**src/rtl/pmc_pkg.sv**
```systemverilog
// rtl/pmc_pkg.sv - shared state type, default sizes and select-width helper for the PMC bank
package pmc_pkg;

  typedef enum logic {
    PMC_STOPPED = 1'b0,
    PMC_RUNNING = 1'b1
  } pmc_state_t;

  localparam int PMC_DEF_NUM_EVENTS = 8;
  localparam int PMC_DEF_CNT_W      = 32;
  localparam int PMC_DEF_INC_W      = 2;
  localparam int PMC_DEF_OUT_W      = 256;

  // Index width that addresses n channels plus the trailing cycle counter.
  function automatic int pmc_sel_w(input int n);
    return $clog2(n + 1);
  endfunction

endpackage

```
**src/rtl/pmc_channel.sv**
```systemverilog
// rtl/pmc_channel.sv - one live/shadow counter pair with sticky overflow flag
// Wraps modulo 2^CNT_W by default; saturates at all-ones when PMC_SATURATE_EN is defined.
module pmc_channel #(
  parameter int CNT_W = 32,
  parameter int INC_W = 2
) (
  input  logic             clk,
  input  logic             reset,
  input  logic             run,
  input  logic             clear,
  input  logic             snap,
  input  logic [INC_W-1:0] inc,
  output logic [CNT_W-1:0] live,
  output logic [CNT_W-1:0] shadow,
  output logic             ovf
);

  logic [CNT_W:0] sum;

  assign sum = {1'b0, live} + {{(CNT_W + 1 - INC_W){1'b0}}, inc};

  // Shadow takes the pre-update live value, so a snap alongside clear keeps the old count.
  always_ff @(posedge clk or negedge reset) begin
    if (!reset) begin
      live   <= '0;
      shadow <= '0;
      ovf    <= 1'b0;
    end else begin
      if (snap) shadow <= live;
      if (clear) begin
        live <= '0;
        ovf  <= 1'b0;
      end else if (run) begin
`ifdef PMC_SATURATE_EN
        live <= sum[CNT_W] ? {CNT_W{1'b1}} : sum[CNT_W-1:0];
`else
        live <= sum[CNT_W-1:0];
`endif
        if (sum[CNT_W]) ovf <= 1'b1;
      end
    end
  end

endmodule

```
**src/rtl/pmc_counter_bank.sv**
```systemverilog
// rtl/pmc_counter_bank.sv - parametrised PMC bank: run/stop FSM, channel array, shadow read mux
// Channel overflow mode follows PMC_SATURATE_EN (see pmc_channel).
module pmc_counter_bank
  import pmc_pkg::*;
#(
  parameter int NUM_EVENTS = PMC_DEF_NUM_EVENTS,
  parameter int CNT_W      = PMC_DEF_CNT_W,
  parameter int INC_W      = PMC_DEF_INC_W,
  parameter int OUT_W      = PMC_DEF_OUT_W
) (
  input  logic                                clk,
  input  logic                                reset,
  input  logic                                pmc_en,
  input  logic                                clear_req,
  input  logic                                snap_req,
  input  logic [NUM_EVENTS*INC_W-1:0]         event_inc_in,
  input  logic [pmc_sel_w(NUM_EVENTS)-1:0]    rd_sel,
  output logic [OUT_W-1:0]                    rd_data_out,
  output logic                                rd_ovf_out,
  output logic                                ovf_any_out,
  output logic                                running_out
);

  localparam int SEL_W = pmc_sel_w(NUM_EVENTS);
  localparam logic [SEL_W-1:0] LAST_SEL = SEL_W'(NUM_EVENTS);

  pmc_state_t state, state_nxt;
  logic       run;

  logic [CNT_W-1:0]    shadow_arr  [0:NUM_EVENTS];
  logic [CNT_W-1:0]    unused_live [0:NUM_EVENTS];
  logic [NUM_EVENTS:0] ovf_vec;

  assign run         = (state == PMC_RUNNING);
  assign running_out = run;

  always_ff @(posedge clk or negedge reset) begin
    if (!reset) state <= PMC_STOPPED;
    else        state <= state_nxt;
  end

  always_comb begin
    state_nxt = state;
    if (pmc_en) state_nxt = run ? PMC_STOPPED : PMC_RUNNING;
  end

  // Index NUM_EVENTS is the enabled-cycle counter, fed a constant increment of one.
  for (genvar i = 0; i <= NUM_EVENTS; i++) begin : g_ch
    logic [INC_W-1:0] inc;
    if (i < NUM_EVENTS) begin : g_evt
      assign inc = event_inc_in[i*INC_W +: INC_W];
    end else begin : g_cyc
      assign inc = INC_W'(1);
    end

    pmc_channel #(
      .CNT_W (CNT_W),
      .INC_W (INC_W)
    ) u_ch (
      .clk    (clk),
      .reset  (reset),
      .run    (run),
      .clear  (clear_req),
      .snap   (snap_req),
      .inc    (inc),
      .live   (unused_live[i]),
      .shadow (shadow_arr[i]),
      .ovf    (ovf_vec[i])
    );
  end

  always_ff @(posedge clk or negedge reset) begin
    if (!reset) begin
      rd_data_out <= '0;
      rd_ovf_out  <= 1'b0;
      ovf_any_out <= 1'b0;
    end else begin
      if (rd_sel <= LAST_SEL) begin
        rd_data_out <= OUT_W'(shadow_arr[rd_sel]);
        rd_ovf_out  <= ovf_vec[rd_sel];
      end else begin
        rd_data_out <= '0;
        rd_ovf_out  <= 1'b0;
      end
      ovf_any_out <= |ovf_vec;
    end
  end

endmodule

```
**config.mk**
```make
export PLATFORM = sky130hd
export DESIGN_NAME = pmc_counter_bank
export DESIGN_NICKNAME = d
export VERILOG_FILES = /design/src/rtl/pmc_pkg.sv /design/src/rtl/pmc_channel.sv /design/src/rtl/pmc_counter_bank.sv
export SDC_FILE = /design/constraint.sdc
export NUM_CORES = 1
export LEC_CHECK = 0
export ABC_AREA = 1
export ABC_CLOCK_PERIOD_IN_PS = 3200
export BUFFER_PORTS_ARGS = -buffer_cell sky130_fd_sc_hd__buf_2
export CAP_MARGIN = 20
export CORE_ASPECT_RATIO = 0.8
export CORE_MARGIN = 8
export CORE_UTILIZATION = 60
export CTS_CLUSTER_DIAMETER = 200
export CTS_CLUSTER_SIZE = 28
export DETAILED_ROUTE_END_ITERATION = 6
export GPL_TIMING_DRIVEN = 1
export HOLD_SLACK_MARGIN = 0.12
export PLACE_DENSITY = 0.8
export SETUP_SLACK_MARGIN = 0.3
export SLEW_MARGIN = 10
export SYNTH_ARGS = -nofsm -noshare
export SYNTH_HDL_FRONTEND = slang
export SYNTH_SLANG_ARGS = --single-unit
```
**constraint.sdc**
```tcl
create_clock -name clk -period 3.2 [get_ports clk]
set_input_delay 0.16 -clock clk [delete_from_list [all_inputs] [get_ports clk]]
set_output_delay 0.16 -clock clk [all_outputs]
set_load 0.01 [all_outputs]
```
### After elaboration in Yosys (flattened, before gate mapping)

Index checks and enable logic that the tools add are counted.

* register bits: 620
* latch bits: 0
* RAM bits: 0
* ROM bits: 0
* bits of input ports: 25
* output and inout bits: 259
* logic and storage cells: 117
* memories: 0

* add/subtract/negate cells: 9
* multipliers: 0
* div/mod/pow operators: 0
* order comparisons: 3
* equal/unequal tests: 0
* shift-type cells: 0
* multiplexer cells: 53
* bitwise logic cells: 1
* reduce and logical (&&, ||, !) cells: 20

Operator list (number)
* two-way mux 32 bit: 21
* adder 32 x 2 -> 33 bit: 8
* binary-select mux 32 bit (select 4 bit): 1
* adder 32 x 1 -> 33 bit (second input constant): 1
* two-way mux 1 bit: 30
* nonzero test 2 bit: 10
* AND reduction 2 bit: 9
* OR reduction 9 bit: 1
* >= comparator 5 bit (second input constant): 1
* less-than comparator 4 x 5 -> 1 bit (second input constant): 1
* NOT 4 -> 5 bit: 1
* binary-select mux 1 bit (select 4 bit): 1
* <= comparator 4 bit (second input constant): 1

### Longest topological paths before layout

* depth in word-level cells: 5
* gate-level depth with buffers: 11
* gate-level depth less buffers: 11

### By module

From an unflattened synthesis, not the netlist that was laid out.

* cells, all modules: 4546
* area, all modules: 35535.3 µm²

By module, submodules not included
* pmc_channel at g_ch[0].u_ch ...: instances 7, cells each 380, area each 3256.9 µm², seq. area each 1626.6 µm²
* pmc_counter_bank: instances 1, cells each 1119, area each 6227.2 µm², seq. area each 875.8 µm²
* pmc_channel at g_ch[4].u_ch: instances 1, cells each 384, area each 3266.9 µm², seq. area each 1626.6 µm²
* pmc_channel at g_ch[5].u_ch: instances 1, cells each 383, area each 3243.1 µm², seq. area each 1626.6 µm²

### Worst setup path after synthesis

No wires, ideal clock.

* path kind: register to register
* start point: reg g_ch[7].u_ch.live[0]
* end point: reg g_ch[7].u_ch.live[22]
* library setup time: 117 ps
* data arrival time: 1538 ps
* required time: 3083 ps
* path slack: 1545 ps
* cell stages (with the launch flop): 11
* path buffers: 0
* period minus slack after synthesis: 1655 ps
* cells stage by stage: dfrtp_1 > ha_1 > fa_1 > nand3_1 > nor2_4 > nand2_1 > nor2_2 > nand3_1 > nand2_1 > nand2_1 > nor2_1

* word-level cells in the longest chain between the ends: 3

Ends and longest elaborated chain
* start: declaration: RTL line pmc_channel.sv:13 `output logic [CNT_W-1:0] live,`
* start signal: assignment: RTL line pmc_channel.sv:37 `live <= sum[CNT_W-1:0];`
* adder 32 x 2 -> 33 bit: RTL line pmc_channel.sv:20 `assign sum = {1'b0, live} + {{(CNT_W + 1 - INC_W){1'b0}}, inc};`
* two-way mux 32 bit: RTL line pmc_channel.sv:33 `end else if (run) begin`
* two-way mux 32 bit: RTL line pmc_channel.sv:30 `if (clear) begin`

Every way passes these cells. The select of a mux whose other input is x is not followed.
A chain may end at the register's enable or synchronous reset.

### Final worst setup path

* start point: reg state (netlist: running_out)
* end point: reg g_ch[7].u_ch.live[9]

* word-level cells in the longest chain between the ends: 1

Ends and longest elaborated chain
* start: declaration: RTL line pmc_counter_bank.sv:27 `pmc_state_t state, state_nxt;`
* start signal: assignment: RTL line pmc_counter_bank.sv:39 `else state <= state_nxt;`
* nonzero test 2 bit (no source line)

Every way passes these cells.

==> impl_results.md <==
- Status: finished clean
- TritonCTS clock tree: built
- Netlist cell types: 41
- Vias/cell: between 5 and 6
- Synth-to-Final Area Change: 3.25%
- Maximum fanout along the worst path: 42
- Final wirelength: between 90000 and 100000 µm
- Unrepaired setup endpoints after global routing: no
- Max clock buf depth: 3
- Crit path from: running_out
- Worst-margin pin slew: about 1.1 ns
- # nets final: around 4500
- Wirelength per Cell: around 18 µm
- Worst-path clk slew: 0.11 ns
- Vias: 28600
- Die X: between 200 and 300 µm
- Fraction of layout instances using a drive strength above 1: 0.0520
- CTS sink count: between 600 and 700
- Worst r2r src: running_out
- FF+latch count, synth: between 600 and 700
- Initial Util: 0.605
- Avg Cell Area, Syn: 7.54 µm²
- Maximum vdd ir drop: approximately 0.39 mV
- Drt drc: 0
- Core area: about 55000 µm²
- IO Port Bufs: 59
- Worst Setup Start Kind: register
- Die H: between 200 and 250 µm
- FF-to-FF setup slack: about 0.8 ns
- Die area: between 60000 and 70000 µm²
- Clock Skew: 0.0372 ns
- Io pins: between 200 and 300
- Slew Limit Headroom: 0.236
- Initial antenna violation count: 2
- CP top delay family: simple AND/OR/NAND/NOR gates
- Worst-Skew Late Latency: ~0.63 ns
- Most frequent cells in the layout: 953 x nand2_1, 669 x nor2_1, 619 x dfrtp_1
- Area leader, netlist: dfrtp_1
- Required time of the worst setup path: roughly 3.7 ns
- CTS Root Cell: clkbuf_16
- Number of global-route vias before repair: roughly 26000
- Worst path max stage delay: slightly above 0.6 ns
- Area taken by multi-input logic gates: 14500 µm²
- Hold Crit Class: in -> async
- Site row count: 77
- Mapped Cells: 4434
- GRT overflow: 0
- CTS H-tree lvls: 1
- Setup TNS: 0 ns
- Crit-path slowest cell: dfrtp_2
- DP HPWL: 69100 µm
- Crit path DAT: 2.95 ns
- Final setup viols: 0
- DRT antenna net count: 0
- Initial drt markers: 3476
- Tcrit/Tclk final: 0.756
- Postcts setup bufs: 0
- Max Cap Viol: 0
- Mapped cell area: 33400 µm²
- Global-route wire length before repair: about 150000 µm
- Final hold vios: 0
- GPL Wtd Cong: roughly 0.96
- Final Power: approximately 15 mW
- Critical path class: reg -> reg
- Drt first pass iters: 7
- Largest net degree at the start of global routing: between 150 and 200
- Register area share after synthesis: 0.464
- Clock buffer count from CTS: 26
- Ranking of synthesized cells by area: dfrtp_1 46%, nand2_1 11%, nor2_1 7.5%
- Minimum clock period: between 2 and 2.5 ns
- Worst path cell trace: inv_4, nand2_4, buf_12, nand3_1, nor2_2, o21ai_0, a21oi_1
- Crit end category: register
- Reg area: around 16000 µm²
- Tot GR Track Use: 0.291
- Buf/Inv on CP: 2
- Pins Over Slew Limit: 0
- Pwr per Cell Area: 424 nW/µm²
- Most common cell after layout, fill and taps aside: nand2_1
- YS warnings: 0
- Share of the synthesized area in the top cell type: 0.464
- Leak Pwr: roughly 16 nW
- Fin util: 0.625
- Max Freq: just over 400 MHz
- Fill cell count: 4898
-- worst min-delay path, stage by stage --
cell and delay, ns:
dlygate4sd3_1 0.56, buf_8 0.23, buf_16 0.28
-- synthesized netlist by cell type --
library cell	number
o21ai_1	9
a21boi_0	2
conb_1	1
dfrtp_1	620
and2_1	2
nand3_1	327
nor2_4	9
nor2_2	25
inv_4	1
ha_1	17
a21boi_1	1
xor2_1	1
nand3b_1	19
nand2_1	953
buf_4	236
nand2_2	1
buf_6	5
nand2_4	1
inv_1	476
nor4_1	3
o21ai_0	339
nor3b_1	5
fa_1	8
clkinv_1	1
a31oi_1	7
mux2_2	44
o21bai_1	2
nor3_2	6
nor3_4	5
nand4_1	37
o211ai_1	18
nand4_2	3
nor3_1	52
nor2_1	669
nand3_2	1
clkbuf_1	58
buf_1	24
nor4_4	1
buf_2	67
a21oi_1	376
inv_2	2
-- final timing paths --
check                      depth (start not counted)                 endpoint
min in group clk                                   3              running_out
setup / recovery                                   7     g_ch[7].u_ch.live[9]
hold / removal                                     3  g_ch[8].u_ch.shadow[10]
max in group asynchronous                          3    g_ch[0].u_ch.live[30]
hold reg to reg                                    2           rd_data_out[6]
setup reg to reg                                   7     g_ch[7].u_ch.live[9]
-- report_power, final --
part	switching, mW	internal (mW)
Sequential	0.312	8.18
Combinational	1.61	0.566
Clock	2.48	1.50
-- per-layer routing --
metal,share of wire,global-route usage,up-vias
met4,0.030,0.0799,2
met1,0.44,0.436,13500
li1,-,-,13700
met3,0.12,0.0851,142
met5,0.00013,0,-
met2,0.41,0.409,1318
-- kinds of logic (layout without fill, tap and decap cells) --
| logic type | Yosys count | after routing | synth area share |
|---|---|---|---|
| other | 1 | 225 | 0.000112 |
| AOI/OAI and AO/OA | 754 | 754 | 0.115 |
| muxes | 44 | 44 | 0.0148 |
| xor gates and xnor gates | 1 | 1 | 0.000262 |
| and+or+nand+nor | 2119 | 2119 | 0.267 |
| buffers and inverters | 870 | 633 | 0.128 |
| adders and majority gates | 25 | 25 | 0.0112 |
| DFF | 620 | 620 | 0.464 |
-- per-stage QoR --
step	cell area (µm²)	hold WS (ns)	setup WS (ns)	cells
3_5_place_dp	33600	0.127	0.900	5118
4_1_cts	34500	0.215	0.859	5170
5_1_grt	34500	0.237	0.646	5171
3_3_place_gp	33600	0.135	0.966	5118
2_1_floorplan	34300	-0.136	1.54	4657
6_report	34500	0.214	0.782	5171
-- flip-flops by register name, indices dropped and copies added, names as in the netlist --
name,flops
g_ch.u_ch.live,288
rd_data_out,32
running_out,1
g_ch.u_ch.ovf,9
rd_ovf_out,1
ovf_any_out,1
g_ch.u_ch.shadow,288
-- area by class of cell --
| type | instances | area share |
|---|---|---|
| diodes | 1 | 0.0000725 |
| clock buffers | 27 | 0.0190 |
| clock inverters | 2 | 0.00134 |
| inverters | 480 | 0.0525 |
| multi-input cells | 3167 | 0.419 |
| flip-flops and latches | 620 | 0.450 |
| well taps | 750 | 0.0272 |
| repair buffers | 124 | 0.0310 |
-- what timing repair did --
| item | 4_1_cts | 5_1_grt |
|---|---|---|
| hold buffers | 23 | 0 |
| gates resized for setup | 0 | 0 |
| endpoints found under the hold margin | 690 | 0 |
Note: power is estimated with default switching activity, not from simulation.
